## config.mk

```make
export PLATFORM = sky130hd
export DESIGN_NAME = instr_fetch_unit
export DESIGN_NICKNAME = d
export VERILOG_FILES = /design/src/rtl/instr_fetch_unit.sv
export SDC_FILE = /design/constraint.sdc
export NUM_CORES = 1
export LEC_CHECK = 0
export CAP_MARGIN = 10
export CELL_PAD_IN_SITES_DETAIL_PLACEMENT = 1
export CELL_PAD_IN_SITES_GLOBAL_PLACEMENT = 1
export CORE_ASPECT_RATIO = 1.5
export CORE_MARGIN = 10
export CORE_UTILIZATION = 41
export CTS_BUF_LIST = sky130_fd_sc_hd__clkbuf_4 sky130_fd_sc_hd__clkbuf_8
export CTS_CLUSTER_DIAMETER = 30
export DETAILED_ROUTE_END_ITERATION = 8
export GPL_ROUTABILITY_DRIVEN = 1
export GPL_TIMING_DRIVEN = 0
export PLACE_DENSITY_LB_ADDON = 0.1
export SYNTH_ARGS = -nofsm -noshare
export SYNTH_HDL_FRONTEND = slang
export SYNTH_SLANG_ARGS = --single-unit
```

## constraint.sdc

```tcl
create_clock -name clk -period 4.2 [get_ports clk]
set_input_delay 0.63 -clock clk [delete_from_list [all_inputs] [get_ports clk]]
set_output_delay 0.63 -clock clk [all_outputs]
set_load 0.01 [all_outputs]
```

## src/rtl/instr_fetch_unit.sv

```systemverilog
// Instruction fetch unit: single-outstanding instruction-memory reader feeding a small
// PC-tagged FIFO that presents Instr/InstrPC to the decoder over a valid/ready handshake.
module instr_fetch_unit #(
  parameter logic [31:0] RESET_PC = 32'h0000_0000,
  parameter int unsigned DEPTH    = 2
) (
  input  logic        clk,
  input  logic        rst,
  output logic        imem_req,
  output logic [31:0] imem_addr,
  input  logic        imem_gnt,
  input  logic        imem_rvalid,
  input  logic [31:0] imem_rdata,
  output logic [31:0] Instr,
  output logic [31:0] InstrPC,
  output logic [31:0] PCPlus4,
  output logic        Instr_valid,
  input  logic        Instr_ready,
  input  logic [1:0]  PCSrc,
  input  logic [31:0] PCTarget,
  input  logic [31:0] ALUResult
);

  localparam int unsigned AW = $clog2(DEPTH);
  localparam int unsigned CW = AW + 1;
  localparam logic [31:0] NOP = 32'h0000_0013;

  typedef enum logic {S_RUN, S_HALT} state_t;

  state_t        state_q;
  logic [31:0]   fetch_pc_q, fetch_pc_d;
  logic [31:0]   req_pc_q;
  logic [CW-1:0] count_q, count_d;
  logic [AW-1:0] rd_ptr_q, rd_ptr_d, wr_ptr_q, wr_ptr_d;
  logic          outstanding_q, outstanding_d;
  logic          drop_q, drop_d;

  logic [31:0] instr_mem [DEPTH];
  logic [31:0] pc_mem    [DEPTH];

  logic          run, empty, fire, redirect, halt, flush, grant, push;
  logic [31:0]   target;
  logic [CW-1:0] in_flight;

  assign run         = (state_q == S_RUN);
  assign empty       = (count_q == '0);
  assign Instr_valid = run & ~empty;
  assign fire        = Instr_valid & Instr_ready;
  assign redirect    = fire & ((PCSrc == 2'b01) | (PCSrc == 2'b10));
  assign halt        = fire & (PCSrc == 2'b11);
  assign flush       = redirect | halt;
  assign target      = (PCSrc == 2'b01) ? PCTarget : (ALUResult & ~32'h1);

  // A request is only issued when its response is guaranteed a free FIFO slot.
  assign in_flight = {{(CW-1){1'b0}}, outstanding_q};
  assign imem_req  = ~rst & run & ~outstanding_q & ((count_q + in_flight) < CW'(DEPTH));
  assign imem_addr = fetch_pc_q;
  assign grant     = imem_req & imem_gnt;
  assign push      = imem_rvalid & ~drop_q & ~flush;

  assign Instr   = empty ? NOP   : instr_mem[rd_ptr_q];
  assign InstrPC = empty ? 32'h0 : pc_mem[rd_ptr_q];
  assign PCPlus4 = InstrPC + 32'd4;

  always_comb begin
    fetch_pc_d    = fetch_pc_q;
    outstanding_d = outstanding_q;
    drop_d        = drop_q;
    rd_ptr_d      = rd_ptr_q + AW'(fire);
    wr_ptr_d      = wr_ptr_q + AW'(push);
    count_d       = count_q + CW'(push) - CW'(fire);

    if (grant)       fetch_pc_d = fetch_pc_q + 32'd4;
    if (redirect)    fetch_pc_d = target;
    if (imem_rvalid) outstanding_d = 1'b0;
    if (grant)       outstanding_d = 1'b1;
    if (imem_rvalid) drop_d = 1'b0;
    // A response still in flight after a flush belongs to the old stream.
    if (flush && (outstanding_q || grant) && !imem_rvalid) drop_d = 1'b1;

    if (flush) begin
      rd_ptr_d = '0;
      wr_ptr_d = '0;
      count_d  = '0;
    end
  end

  always_ff @(posedge clk or posedge rst) begin
    if (rst) begin
      state_q       <= S_RUN;
      fetch_pc_q    <= RESET_PC;
      req_pc_q      <= RESET_PC;
      count_q       <= '0;
      rd_ptr_q      <= '0;
      wr_ptr_q      <= '0;
      outstanding_q <= 1'b0;
      drop_q        <= 1'b0;
    end else begin
      if (halt) state_q <= S_HALT;
      if (grant) req_pc_q <= fetch_pc_q;
      fetch_pc_q    <= fetch_pc_d;
      count_q       <= count_d;
      rd_ptr_q      <= rd_ptr_d;
      wr_ptr_q      <= wr_ptr_d;
      outstanding_q <= outstanding_d;
      drop_q        <= drop_d;
    end
  end

  always_ff @(posedge clk) begin
    if (push) begin
      instr_mem[wr_ptr_q] <= imem_rdata;
      pc_mem[wr_ptr_q]    <= req_pc_q;
    end
  end

  no_overflow: assert property (@(posedge clk) disable iff (rst) !(push && (count_q == CW'(DEPTH))));

endmodule

```

### Word level (Yosys, flattened, before mapping)

Memory sizes are Yosys's and may differ from the RTL's.
Index checks and enable logic that the tools add are counted.

* word-level logic and storage cells: 60
* RAM bits: 128
* input port bits: 103
* register bits after elaboration: 71
* memories kept: 2
* output and inout port bits: 130

* muxes and demuxes: 13
* add/sub/neg operators: 7
* bitwise gates (word level): 18
* $lt $le $gt $ge: 1
* reduce and logical (&&, ||, !) cells: 8
* equality and inequality tests: 3

Memories
* instr_mem: words 2, bits a word 32, rd ports 1, clocked after memory_dff 0, write ports 1, line 38 `logic [31:0] instr_mem [DEPTH];`
* pc_mem: words 2, bits a word 32, rd ports 1, clocked after memory_dff 0, write ports 1, line 39 `logic [31:0] pc_mem [DEPTH];`

Operators by type and width (count)
* 2-to-1 mux 32 bit: 5
* adder 32 x 3 -> 32 bit, second input constant: 2
* AND 1 bit: 10
* 2-to-1 mux 1 bit: 7
* inverter 1 bit: 6
* nonzero test 2 bit: 3
* adder 2 x 1 -> 2 bit: 2
* equality test 2 bit, second input constant: 2
* adder 1 bit: 2
* equality test 2 x 1 -> 1 bit, second input constant: 1
* logical AND 1 bit: 2
* zero test 2 bit: 1
* < comparator 2 bit, second input constant: 1
* 2-to-1 mux 2 bit: 1
* OR 1 bit: 2
* subtractor 2 x 1 -> 2 bit: 1
* zero test 1 bit: 1
* logical OR 1 bit: 1

### Depth between registers and ports, before layout

* depth after elaboration: 11
* mapped depth: 13

### Worst setup path after synthesis

OpenSTA, ideal clock, no wires.

* path type: register to register
* start point: register count_q[1]
* end point: memory instr_mem[1][0] (enable)
* setup time: 0.429 ns
* path slack: 0.594 ns
* arrival: 3.177 ns
* buffers on the path: 1
* cell stages (with the launch flop): 8
* clock period less this slack: 3.606 ns
* required time: 3.771 ns
* cells stage by stage: dfrtp_1 > or2_2 > clkbuf_1 > nand3b_1 > a21oi_1 > or3b_2 > inv_1 > ha_1

* cells in the longest elaborated chain, start to end: 10
* elaborated cells on any way between the ends: 11
* those cells by class: mux: 2; bitwise: 8; reduce/logical: 1

Ends and longest elaborated chain
* start: declaration: line 33 `logic [CW-1:0] count_q, count_d;`
* start signal: assignment: line 102 `count_q <= count_d;`
* zero test 2 bit (*): line 46 `assign empty = (count_q == '0);`
* inverter 1 bit (*): line 47 `assign Instr_valid = run & ~empty;`
* AND 1 bit (*): line 47
* AND 1 bit (*): line 48 `assign fire = Instr_valid & Instr_ready;`
* AND 1 bit (on tied branches): line 49, 50
* OR 1 bit (*): line 51 `assign flush = redirect | halt;`
* inverter 1 bit (*): line 59 `assign push = imem_rvalid & ~drop_q & ~flush;`
* AND 1 bit (*): line 59
* 2-to-1 mux 1 bit (*): line 111 `if (push) begin`
* 2-to-1 mux 1 bit (not written as such) (*): line 112 `instr_mem[wr_ptr_q] <= imem_rdata;`
* end: declaration: line 38

Every way passes the cells marked *; elsewhere a longest branch is shown, timed or not.

### Final worst setup path

* start point: register count_q[0]
* end point: output port PCPlus4[22]

* cells in the longest elaborated chain, start to end: 3

Ends and longest elaborated chain
* zero test 2 bit: line 46
* 2-to-1 mux 32 bit: line 62 `assign InstrPC = empty ? 32'h0 : pc_mem[rd_ptr_q];`
* adder 32 x 3 -> 32 bit: line 63 `assign PCPlus4 = InstrPC + 32'd4;`
* end: declaration: line 16 `output logic [31:0] PCPlus4,`

Every way passes these cells.

==> summary.md <==
| Metric | Value |
|---|---|
| Run status | finished clean |
| Initial Util | 0.419 |
| Die Width | 144 um |
| Placed Area | 12100 um2 |
| Vias per inst | 5.17 |
| Initial antenna violation count | 0 |
| Sw Ratio | 0.381 |
| Via count | 6705 |
| CP Data Arrival Time | 3.41 ns |
| P_leak | 4.75 nW |
| Post-Synth Simple-Gate Area | 0.149 |
| Fin crit period | 4.04 ns |
| Final worst path period share | 0.962 |
| CTS hold repair buffers | 0 |
| Cell area after synthesis | 9420 um2 |
| Setup WS pre-CTS | -1.04 ns |
| Layout cells sized above 1 | 0.138 |
| Kind of critical path | register to primary output |
| Crit. End Element | primary output |
| Final WL | 26.6 mm |
| Startpoint Class | register |
| Max Fclk | 0.248 GHz |
| Internal | 5.38 mW |
| VDD IR max | 0.261 mV |
| Register bit count reported by yosys | 199 |
| Comb pwr share | 0.477 |
| DR iter-0 viols | 226 |
| Synth Area in Compound Gates | 0.0537 |
| Max Fanout on Critical Path | 10 |
| ANT nets after route | 0 |
| Clock buffer depth | 2 |
| Largest family of logic cells by synthesized area | simple AND/OR/NAND/NOR gates |
| # diodes | 0 |
| Synth Instances | 748 |
| Core Area | 22500 um2 |
| H-tree levels | 4 |
| First-pass GRT wire length | 41.1 mm |
| TritonCTS Sinks | 199 |
| Critical Path RT | 3.57 ns |
| Gpl congestion | 0.778 |
| Post-route DRC | 0 |
| Post-route setup TNS | 0 ns |
| WL per Instance | 20.5 um |
| Pin count of the biggest net entering global routing | 66 |
| Die Y | 206 um |
| Final net count | 1120 |
| Port bufs | 231 |
| Vias in the first global route | 7277 |
| Grt ovf | 0 |
| Total of max-cap violations | 0 |
| Final Hold Viols | 0 |
| Pwr per Cell Area | 685 nW/um2 |
| Tot Pwr | 8.69 mW |
| Ys Warns | 0 |
| CTS tree | built |
| Area share of fa/ha/maj cells after synthesis | 0.0106 |
| Hpwl dp | 20.5 mm |
| Standard-cell rows | 67 |
| Tot GR Track Use | 0.179 |
| Avg Inst Size Synth | 12.6 um2 |
| Cell variety after synth | 44 |
| Rel. slew slack | 0.382 |
| Clock Power Share | 0.135 |
| Setup violators final | 0 |
| I/O Pins | 233 |
| Clock Skew | 0.0108 ns |
| CTS clock-pin slew for the worst setup and hold paths | 0.11 ns |
| HP Class | input port to async pin |
| Synth-to-layout area growth | 34.7% |
| Worst-Margin Slew | 0.927 ns |
| Cts bufs inserted | 17 |
| XOR/XNOR share of the synthesized area | 0.0549 |
| Worst hold slack | 0.466 ns |
| Seq/Total Area, Yosys | 0.597 |
| Mux share of post-synthesis cell area | 0.102 |
| Sequential Power Share | 0.388 |
| Syn Nets | 859 |
| Die footprint | 29600 um2 |
| Design area | 12700 um2 |
| Slew Limit Fails | 0 |
| P_sw | 3.32 mW |
| 1st-pass router iterations | 5 |
| Clk_lat worst skew | 0.47 ns |
| Clock root cell | clkbuf_8 |
| Worst setup margin | 0.160 ns |
critical path, cell delays in order (launching register included):
cell           delay [ns]
dfrtp_1              0.39
nor2_1               0.08
buf_4                0.19
clkbuf_8             0.18
buf_4                0.19
buf_4                0.19
nor2_2               0.14
ha_2                 0.22
nor4b_4              0.24
nand3_4              0.17
buf_8                0.20
buf_4                0.12
nor3_2               0.15
xor2_1               0.16
dlygate4sd2_1        0.29
registers in the layout, indices dropped and copies added (netlist names), 2 cells and up:
| register | flops |
|---|---|
| instr_mem | 64 |
| req_pc_q | 32 |
| imem_addr | 32 |
| count_q | 2 |
| pc_mem | 64 |
stage by stage:
step / std cells / utilization
floorplan: 748 / -
global placement: 1255 / 0.538
detailed placement: 1256 / 0.540
CTS: 1297 / 0.563
global route: 1298 / 0.565
finish: 1298 / 0.565
synth_stat cells, drive strengths merged:
| master | n | share of area |
|---|---|---|
| edfxtp | 128 | 0.41 |
| nor2 | 76 | 0.030 |
| dfrtp | 71 | 0.19 |
| mux2i | 68 | 0.072 |
| nand2 | 44 | 0.018 |
| xnor2 | 34 | 0.032 |
| a211oi | 32 | 0.027 |
| a21oi | 30 | 0.016 |
| nor2b | 28 | 0.019 |
| mux2 | 25 | 0.030 |
| xor2 | 25 | 0.023 |
| buf | 24 | 0.016 |
| nor3 | 24 | 0.016 |
| inv | 22 | 0.0088 |
| nand3 | 22 | 0.014 |
| clkbuf | 20 | 0.0080 |
| o21ai | 17 | 0.0090 |
| nor4 | 16 | 0.026 |
| nand4 | 11 | 0.0086 |
| ha | 8 | 0.011 |
| nand3b | 8 | 0.0064 |
| or3 | 3 | 0.0020 |
| or4 | 3 | 0.0028 |
| and4 | 2 | 0.0019 |
| a31o | 1 | 0.00093 |
| a31oi | 1 | 0.00066 |
| nor3b | 1 | 0.0013 |
| nor4b | 1 | 0.00093 |
| or2 | 1 | 0.00066 |
| or3b | 1 | 0.00093 |
| or4b | 1 | 0.0011 |
kinds of logic (layout without fill, tap and decap cells):
family | Yosys count | count (layout)
AND/OR/NAND/NOR | 242 | 242
buffers and inverters | 66 | 340
XOR/XNOR | 59 | 59
AO/OA/AOI/OAI | 81 | 81
adder cells (fa/ha/maj) | 8 | 8
multiplexers | 93 | 93
flip-flops | 199 | 199
cells in the final DEF (no fill, tap or decap), types with 24 or more instances in the layout:
cell type / count
a211oi_1: 29
a21oi_1: 30
clkdlybuf4s50_1: 220
dfrtp_1: 70
edfxtp_1: 128
mux2_2: 24
mux2i_1: 68
nand2_1: 44
nor2_1: 75
nor2b_1: 28
xnor2_1: 34
xor2_1: 25
power groups by stage:
stage / registers [mW] / logic (mW) / clock network, mW
4_1_cts: 3.38 / 4.23 / 1.22
2_1_floorplan: 3.33 / 1.98 / 0
3_5_place_dp: 3.43 / 4.19 / 0
3_3_place_gp: 3.39 / 4.11 / 0
6_report: 3.37 / 4.15 / 1.17
5_1_grt: 3.47 / 4.50 / 1.29
area by class of cell:
cell class                 instances  area, um2
clock inverter                    15        133
fill                            2313       9780
timing repair buffer             243       2400
clock buffer                      17        234
inverter                          22       85.1
tap                              276        345
sequential                       199       5620
multi-input combinational        483       3590
buffer                            43        275
metal layers:
metal / vias to the layer above / global-route usage / wire length, um
met5: - / 0 / 0
met4: 0 / 0.0545 / 474
met3: 27 / 0.0413 / 1300
met2: 190 / 0.323 / 13800
met1: 3284 / 0.204 / 11000
li1: 3204 / - / -
final timing paths:
| check | from | cells past startpoint | end | slack [ns] |
|---|---|---|---|---|
| max | count_q[0] | 14 | PCPlus4[22] | 0.16 |
| min | rst | 2 | outstanding_q | 0.47 |
| max reg2reg | count_q[1] | 8 | instr_mem[0][7] | 0.94 |
| min reg2reg | req_pc_q[23] | 0 | pc_mem[0][23] | 0.48 |
| max in group asynchronous | rst | 3 | imem_addr[25] | 3.17 |
| min in group clk | req_pc_q[23] | 0 | pc_mem[0][23] | 0.48 |
repair_timing:
action / CTS / global route
gates cloned: 1 / 0
resized for setup: 40 / 18
pin swaps: 1 / 0
endpoints found under the setup margin: 27 / 9
buffers inserted: 9 / 1
Power figures use the tool's default switching activity.
